### src/rtl/fifo_uart_tx_if.sv
// FIFO read port seen by the UART transmitter.
// The transmitter is master: it issues the pop, the FIFO answers.
interface fifo_uart_tx_if;
    logic       fifo_empty;
    logic [7:0] fifo_data;
    logic       fifo_read_en;

    modport master (
        input  fifo_empty,
        input  fifo_data,
        output fifo_read_en
    );

    modport slave (
        output fifo_empty,
        output fifo_data,
        input  fifo_read_en
    );
endinterface

### src/rtl/fifo_uart_tx.sv
// UART transmitter draining a registered-output FIFO, one byte per frame.
// 8N1 framing with optional even parity; tx comes straight from a flop.
module fifo_uart_tx #(
    parameter int CLKS_PER_BIT = 4,
    parameter bit PARITY_EN    = 1'b0
) (
    input  logic           clk,
    input  logic           reset,
    input  logic           tx_enable,
    fifo_uart_tx_if.master fifo,
    output logic           tx,
    output logic           busy,
    output logic [7:0]     bytes_sent
);

    localparam int CW = (CLKS_PER_BIT > 1) ? $clog2(CLKS_PER_BIT) : 1;
    localparam logic [CW-1:0] CNT_MAX = CW'(CLKS_PER_BIT - 1);

    typedef enum logic [2:0] {
        IDLE, FETCH, LATCH, START, DATA, PARITY, STOP
    } state_e;

    state_e        state_q, state_d;
    logic [CW-1:0] cnt_q, cnt_d;
    logic [2:0]    bit_q, bit_d;
    logic [7:0]    shreg_q, shreg_d;
    logic          tx_q, tx_d;
    logic [7:0]    sent_q, sent_d;
    logic          bit_end;

    assign bit_end = (cnt_q == CNT_MAX);

    // tx_d is the line level for the state being entered, so tx
    // changes on the same edge as the state register.
    always_comb begin
        state_d = state_q;
        cnt_d   = '0;
        bit_d   = bit_q;
        shreg_d = shreg_q;
        tx_d    = tx_q;
        sent_d  = sent_q;
        unique case (state_q)
            IDLE: begin
                tx_d = 1'b1;
                if (tx_enable && !fifo.fifo_empty)
                    state_d = FETCH;
            end
            FETCH: state_d = LATCH;
            LATCH: begin
                shreg_d = fifo.fifo_data;
                bit_d   = '0;
                tx_d    = 1'b0;
                state_d = START;
            end
            START: begin
                cnt_d = bit_end ? '0 : cnt_q + 1'b1;
                if (bit_end) begin
                    tx_d    = shreg_q[0];
                    state_d = DATA;
                end
            end
            DATA: begin
                cnt_d = bit_end ? '0 : cnt_q + 1'b1;
                if (bit_end) begin
                    // Rotate so the register still holds all 8 bits for parity.
                    shreg_d = {shreg_q[0], shreg_q[7:1]};
                    bit_d   = bit_q + 3'd1;
                    if (bit_q == 3'd7) begin
                        if (PARITY_EN) begin
                            tx_d    = ^shreg_q;
                            state_d = PARITY;
                        end else begin
                            tx_d    = 1'b1;
                            state_d = STOP;
                        end
                    end else begin
                        tx_d = shreg_q[1];
                    end
                end
            end
            PARITY: begin
                cnt_d = bit_end ? '0 : cnt_q + 1'b1;
                if (bit_end) begin
                    tx_d    = 1'b1;
                    state_d = STOP;
                end
            end
            STOP: begin
                cnt_d = bit_end ? '0 : cnt_q + 1'b1;
                if (bit_end) begin
                    sent_d  = sent_q + 8'd1;
                    state_d = IDLE;
                end
            end
            default: state_d = IDLE;
        endcase
    end

    always_ff @(posedge clk) begin
        if (!reset) begin
            state_q <= IDLE;
            cnt_q   <= '0;
            bit_q   <= '0;
            shreg_q <= '0;
            tx_q    <= 1'b1;
            sent_q  <= '0;
        end else begin
            state_q <= state_d;
            cnt_q   <= cnt_d;
            bit_q   <= bit_d;
            shreg_q <= shreg_d;
            tx_q    <= tx_d;
            sent_q  <= sent_d;
        end
    end

    assign fifo.fifo_read_en = (state_q == FETCH);
    assign tx                = tx_q;
    assign busy              = (state_q != IDLE);
    assign bytes_sent        = sent_q;

endmodule

### src/flat_wrapper.sv
// flat-port wrapper written by rule: the top's interface ports become plain ports
module fifo_uart_tx_flat 
#(
    parameter int CLKS_PER_BIT = 4,
    parameter bit PARITY_EN    = 1'b0
)
  (clk, reset, tx_enable, tx, busy, bytes_sent, fifo_fifo_empty, fifo_fifo_data, fifo_fifo_read_en);
  fifo_uart_tx_if fifo_i ();
  input  logic clk;
  input  logic reset;
  input  logic tx_enable;
  output logic tx;
  output logic busy;
  output logic [7:0] bytes_sent;
  input wire logic [$bits(fifo_i.fifo_empty)-1:0] fifo_fifo_empty;
  input wire logic [$bits(fifo_i.fifo_data)-1:0] fifo_fifo_data;
  output wire logic [$bits(fifo_i.fifo_read_en)-1:0] fifo_fifo_read_en;
  assign fifo_i.fifo_empty = fifo_fifo_empty;
  assign fifo_i.fifo_data = fifo_fifo_data;
  assign fifo_fifo_read_en = fifo_i.fifo_read_en;
  fifo_uart_tx #(.CLKS_PER_BIT(CLKS_PER_BIT), .PARITY_EN(PARITY_EN)) u_core (.clk(clk), .reset(reset), .tx_enable(tx_enable), .fifo(fifo_i), .tx(tx), .busy(busy), .bytes_sent(bytes_sent));
endmodule
### config.mk
export PLATFORM = sky130hd
export DESIGN_NAME = fifo_uart_tx_flat
export DESIGN_NICKNAME = d
export VERILOG_FILES = /design/src/rtl/fifo_uart_tx_if.sv /design/src/rtl/fifo_uart_tx.sv /design/src/flat_wrapper.sv
export SDC_FILE = /design/constraint.sdc
export NUM_CORES = 1
export LEC_CHECK = 0
export CAP_MARGIN = 0
export CORE_UTILIZATION = 35
export CTS_BUF_LIST = sky130_fd_sc_hd__clkbuf_4 sky130_fd_sc_hd__clkbuf_8 sky130_fd_sc_hd__clkbuf_16
export DETAILED_ROUTE_END_ITERATION = 16
export SLEW_MARGIN = 10
export SYNTH_ARGS = -nofsm -noshare
export SYNTH_HDL_FRONTEND = slang
export SYNTH_SLANG_ARGS = --single-unit
### constraint.sdc
create_clock -name clk -period 2.45 [get_ports clk]
set_input_delay 0.49 -clock clk [delete_from_list [all_inputs] [get_ports clk]]
set_output_delay 0.49 -clock clk [all_outputs]
set_load 0.005 [all_outputs]
==> results of run 1 <==
-- layer usage --
metal / GRT usage (%) / vias to the layer above / share of wire, %
li1: - / 550 / -
met1: 19.4 / 510 / 48
met2: 25.0 / 15 / 47
met3: 2.52 / 5 / 2.3
met4: 7.62 / 0 / 2.3
met5: 0 / - / 0
-- cells in the mapped netlist, drive strengths merged (2+ instances only) --
cell type	n	area, um2
dfxtp	25	500
a21oi	14	70.1
nand2	9	33.8
inv	7	26.3
nor3b	7	52.6
buf	6	32.5
clkbuf	6	22.5
o21ai	5	25.0
o221ai	5	43.8
a2bb2oi	4	35.0
ha	4	50.1
nor2	4	15.0
or3	4	25.0
nand3	3	15.0
o221a	3	33.8
mux2i	2	20.0
nand2b	2	12.5
nand4b	2	23.8
nor3	2	10.0
nor4	2	18.8
o22ai	2	12.5
o31ai	2	15.0
or4	2	15.0
xor2	2	17.5
-- how the worst max path moves through the flow --
| stage | to | slack, ns | from | cells past startpoint |
|---|---|---|---|---|
| floorplan | fifo_fifo_read_en | 0.96 | u_core.state_q[0] | 3 |
| global placement | busy | 0.63 | u_core.state_q[2] | 2 |
| detailed placement | u_core.bytes_sent[5] | 0.56 | u_core.state_q[1] | 3 |
| CTS | busy | 0.22 | u_core.state_q[2] | 2 |
| global route | busy | 0.10 | u_core.state_q[2] | 2 |
| finish | busy | 0.24 | u_core.state_q[2] | 2 |
-- per-stage QoR --
| step | setup slack (ns) | total power, mW | cell area (um2) | hold slack [ns] |
|---|---|---|---|---|
| floorplan | 0.959 | 0.567 | 1240 | 0.405 |
| global placement | 0.625 | 0.617 | 1490 | 0.417 |
| detailed placement | 0.563 | 0.623 | 1490 | 0.425 |
| CTS | 0.221 | 0.824 | 1520 | 0.447 |
| global route | 0.104 | 0.868 | 1520 | 0.471 |
| finish | 0.240 | 0.818 | 1520 | 0.439 |
-- power groups by stage --
stage / logic (mW) / registers [mW] / clock network, mW
global placement: 0.149 / 0.468 / 0
global route: 0.168 / 0.467 / 0.233
floorplan: 0.112 / 0.455 / 0
finish: 0.152 / 0.461 / 0.205
detailed placement: 0.153 / 0.470 / 0
CTS: 0.153 / 0.461 / 0.210
-- cell type report --
class | count | share of cell area, %
clock buffers | 4 | 1.98
inverters | 7 | 1.73
multi-input cells | 94 | 43.5
flip-flops and latches | 25 | 33.0
well taps | 46 | 3.80
repair buffers | 25 | 16.0
-- kinds of logic after synthesis --
| kind of cell | after synthesis | synth area share (%) |
|---|---|---|
| and+or+nand+nor | 43 | 22.0 |
| muxes | 2 | 1.61 |
| buffers and inverters | 19 | 6.55 |
| AOI/OAI and AO/OA | 43 | 24.1 |
| adders and majority gates | 4 | 4.03 |
| xor gates and xnor gates | 2 | 1.41 |
| DFF | 25 | 40.3 |
-- registers in the layout, indices dropped and copies added (netlist names) --
register           cells
u_core.cnt_q           2
u_core.shreg_q         8
u_core.bit_q           3
u_core.tx              1
u_core.state_q         3
u_core.bytes_sent      8
==> results.json, run 1 <==
{
  "outcome": "finished clean",
  "vias": 1080,
  "min_to": "u_core.cnt_q[0]",
  "place_inst": 197,
  "crit_fanout": 19,
  "area_delta_synth_final_pct": 22.2,
  "yosysSeqAreaShare_pct": 40.3,
  "syn_area_mm2": 0.00124,
  "rows": 21,
  "syn_avg_cell_area_um2": 8.99,
  "crit_family": "flip-flops",
  "register_area_um2": 500,
  "cts_tree": "built",
  "finalNetCount": 172,
  "final_cells": 201,
  "hpwl_um": 1800,
  "p_comb_share_pct": 18.6,
  "ys_ff_latch": 25,
  "synth.net_count": 154,
  "die_w_um": 61.6,
  "final_cell_mix": "dfxtp_1, clkdlybuf4s50_1, a21oi_1",
  "worst-path-buf-inv": 1,
  "p_leak_nw": 0.546,
  "final_hold_viol_count": 0,
  "powerDensity_mw_per_mm2": 540,
  "swShare_pct": 27.4,
  "num_io_pins": 23,
  "wl_per_cell_um": 12.8,
  "synthCells": 138,
  "ff2ff_setup_slack_ns": 0.54,
  "internal-power_mw": 0.594,
  "required_ns": 1.96,
  "n_antenna_cell": 0,
  "worst_clock_skew_ns": 0.0116,
  "p_seq_share_pct": 56.4,
  "tns_ns": 0,
  "period_needed_ns": 2.21,
  "cpPeakStageDelay_ns": 0.71,
  "crit_type": "flop to primary output",
  "layout_commonest_cell": "dfxtp_1",
  "drtIter0Drc": 54,
  "cts_buffers": 3,
  "postCtsHoldBufs": 0,
  "dieArea_mm2": 0.00379,
  "cts-root-buf": "clkbuf_4",
  "hold_start": "u_core.cnt_q[0]",
  "drv_cap": 0,
  "clock_power_share_pct": 25.0,
  "drt-pass1-iter-count": 4,
  "reg2reg_to": "u_core.bytes_sent[5]",
  "hold_depth": 1,
  "cts_max_level": 1,
  "clk_path_buf_depth": 2,
  "critPathLaunchType": "flop",
  "async_flop_share_pct": 0,
  "power.switching_mw": 0.225,
  "clock_sinks": 25,
  "cp.arrival_ns": 1.72,
  "grt-ovfl-total": 0,
  "start_util_pct": 36.9,
  "holdCritPathClass": "flop to flop",
  "yosys_warnings": 0,
  "crit_chain": "or3_1, clkdlybuf4s50_1",
  "grt_pass1_wl_um": 4270,
  "ant_nets": 0,
  "endpoint_kind": "primary output",
  "cts_setup_buffers": 0,
  "min_period_over_period_pct": 90.2,
  "track_usage_pct": 15.3,
  "clkTransAtPathRegs_ns": 0.13,
  "die_h_um": 61.6,
  "cpMaxStageDelayCell": "dfxtp_1",
  "viasPerCell": 5.37,
  "setup_violations": 0,
  "multi_input_area_um2": 659,
  "fillCellCount": 357,
  "route.detailed.drc": 0,
  "antenna_found_initial": 0,
  "rsz0062_at_grt": "no",
  "synth-edff-count": 0,
  "worst_pin_slew_ns": 0.572,
  "finish.utilization_pct": 45.1,
  "portBuffers": 22,
  "fmax_mhz": 452,
  "drive_gt1_share_pct": 9.03,
  "r2r-start": "u_core.state_q[1]",
  "max-vdd-ir-drop_mv": 0.243,
  "drv_slew": 0,
  "grt_max_degree": 21,
  "grt_pass1_vias": 958,
  "synth_cell_type_count": 42,
  "core_area_mm2": 0.00336,
  "synth_ff_type": "dfxtp_1",
  "worstRegToRegCells": 3,
  "routed_wl_um": 2580,
  "worstSkewPairLatency_ns": 0.33,
  "cts_resized": 0,
  "slew_headroom_pct": 61.8,
  "gp_congestion": 0.754
}
(Power assumes the default switching activity.)
==> run 2: changes to the inputs <==
--- a/config.mk
+++ b/config.mk
@@ -6,9 +6,10 @@
 export NUM_CORES = 1
 export LEC_CHECK = 0
 export CAP_MARGIN = 0
-export CORE_UTILIZATION = 35
+export CORE_UTILIZATION = 54
 export CTS_BUF_LIST = sky130_fd_sc_hd__clkbuf_4 sky130_fd_sc_hd__clkbuf_8 sky130_fd_sc_hd__clkbuf_16
 export DETAILED_ROUTE_END_ITERATION = 16
+export PLACE_DENSITY = 0.82
 export SLEW_MARGIN = 10
 export SYNTH_ARGS = -nofsm -noshare
 export SYNTH_HDL_FRONTEND = slang
==> constraint.sdc (replaced) <==
create_clock -name clk -period 2.45 [get_ports clk]
set_input_delay 0.735 -clock clk [delete_from_list [all_inputs] [get_ports clk]]
set_output_delay 0.735 -clock clk [all_outputs]
set_load 0.005 [all_outputs]
==> results.json, run 2 (same netlist as run 1, synthesis figures left out) <==
{
  "final_cell_mix": "dfxtp_1, clkdlybuf4s50_1, a21oi_1",
  "ff2ff_setup_slack_ns": 0.44,
  "cts_resized": 0,
  "grt_use_met2_pct": 39.9,
  "grt_pass1_vias": 1009,
  "worstSkewPairLatency_ns": 0.32,
  "drv_slew": 0,
  "outcome": "finished clean",
  "drt-pass1-iter-count": 4,
  "placed_area_mm2": 0.00147,
  "setup_violations": 0,
  "clkTransAtPathRegs_ns": 0.14,
  "clk_path_buf_depth": 2,
  "cts-root-buf": "clkbuf_4",
  "cts_buffers": 3,
  "multi_input_area_um2": 659,
  "layout_commonest_cell": "dfxtp_1",
  "critPathLaunchType": "flop",
  "routed_wl_um": 2540,
  "start_util_pct": 60.2,
  "finalNetCount": 173,
  "area_delta_synth_final_pct": 20.9,
  "cpMaxStageDelayCell": "clkdlybuf4s50_1",
  "register_area_um2": 500,
  "crit_chain": "or3_1, clkdlybuf4s50_1",
  "tns_ns": 0,
  "die_w_um": 49.9,
  "required_ns": 1.71,
  "rsz0062_at_grt": "no",
  "min_period_over_period_pct": 89.8,
  "worst-path-buf-inv": 1,
  "max-vdd-ir-drop_mv": 0.349,
  "fillCellCount": 165,
  "cts_setup_buffers": 0,
  "place_ws_ns": 0.505,
  "die_h_um": 49.9,
  "crit_fanout": 3,
  "portBuffers": 22,
  "track_usage_pct": 22.5,
  "postCtsHoldBufs": 0,
  "grt-ovfl-total": 0,
  "endpoint_kind": "primary output",
  "design_area_mm2": 0.00150,
  "crit_family": "buffers and inverters",
  "dieArea_mm2": 0.00249,
  "drtIter0Drc": 8,
  "holdCritPathClass": "flop to flop",
  "core_area_mm2": 0.00206,
  "fmax_mhz": 454,
  "crit_type": "flop to primary output",
  "rows": 16,
  "cpPeakStageDelay_ns": 0.44,
  "ant_nets": 0,
  "grt_pass1_wl_um": 4370,
  "clock_sinks": 25,
  "period_needed_ns": 2.20,
  "n_antenna_cell": 0,
  "powerDensity_mw_per_mm2": 537,
  "drv_cap": 0,
  "final_hold_viol_count": 0,
  "layout_setup_ws_ns": 0.250,
  "hpwl_um": 1790,
  "wl_per_cell_um": 13.9,
  "drive_gt1_share_pct": 9.62,
  "worst_pin_slew_ns": 0.491,
  "slew_headroom_pct": 67.2,
  "grt_max_degree": 21,
  "antenna_found_initial": 0,
  "vias": 1091,
  "viasPerCell": 5.96,
  "cts_tree": "built",
  "total_power_mw": 0.806,
  "busiest_layer": "met2",
  "num_io_pins": 23,
  "cts_max_level": 1,
  "cp.arrival_ns": 1.47,
  "gp_congestion": 0.752,
  "p_leak_nw": 0.547,
  "route.detailed.drc": 0,
  "worst_clock_skew_ns": 0.00517,
  "whs_ns": 0.454,
  "met1_usage_pct": 28.1,
  "met3_usage_pct": 2.78
}
-- run 2: changes by cell type in the layout (fill, tap and decap cells not counted) --
cell and change:
buf_4 +1, clkinvlp_4 +1, clkbuf_4 -1
-- run 2: worst paths after layout --
path,from,cells past startpoint,to
worst min-delay path,u_core.cnt_q[0],1,u_core.cnt_q[0]
worst min register to register,u_core.cnt_q[0],1,u_core.cnt_q[0]
worst max-delay path,u_core.state_q[2],2,busy
worst max register to register,u_core.cnt_q[0],4,u_core.bytes_sent[6]
-- run 2: power by group --
part,internal (mW),switching (mW),total (mW)
sequential,0.435,0.0172,0.452
combinational,0.0877,0.0793,0.167
clock,0.0623,0.124,0.187
-- run 2: stage by stage --
stage | cells | util (%)
2_1_floorplan | 138 | -
4_1_cts | 183 | 72.8
3_5_place_dp | 179 | 71.3
6_report | 183 | 72.8
3_3_place_gp | 179 | 71.3
5_1_grt | 183 | 72.8
-- run 2: cell type report --
class,count,area share (%)
Timing Repair Buffer,26,16.7
Tap cell,27,2.25
Clock buffer,3,1.50
Sequential cell,25,33.4
Clock inverter,1,0.500
Multi-Input combinational cell,94,44.0
Inverter,7,1.75
-- run 2: metal layers --
| metal | wire, um | up-vias |
|---|---|---|
| met1 | 1240 | 516 |
| met3 | 70 | 2 |
| met5 | 0 | - |
| met2 | 1220 | 23 |
| met4 | 14 | 0 |
| li1 | - | 550 |
==> run 3: changes to the inputs <==
--- a/config.mk
+++ b/config.mk
@@ -9,6 +9,7 @@
 export CORE_UTILIZATION = 54
 export CTS_BUF_LIST = sky130_fd_sc_hd__clkbuf_4 sky130_fd_sc_hd__clkbuf_8 sky130_fd_sc_hd__clkbuf_16
 export DETAILED_ROUTE_END_ITERATION = 16
+export GPL_ROUTABILITY_DRIVEN = 0
 export PLACE_DENSITY = 0.82
 export SLEW_MARGIN = 10
 export SYNTH_ARGS = -nofsm -noshare
==> results of run 3 <==
Final layout, timing and power as in run 2 (identical DEF).
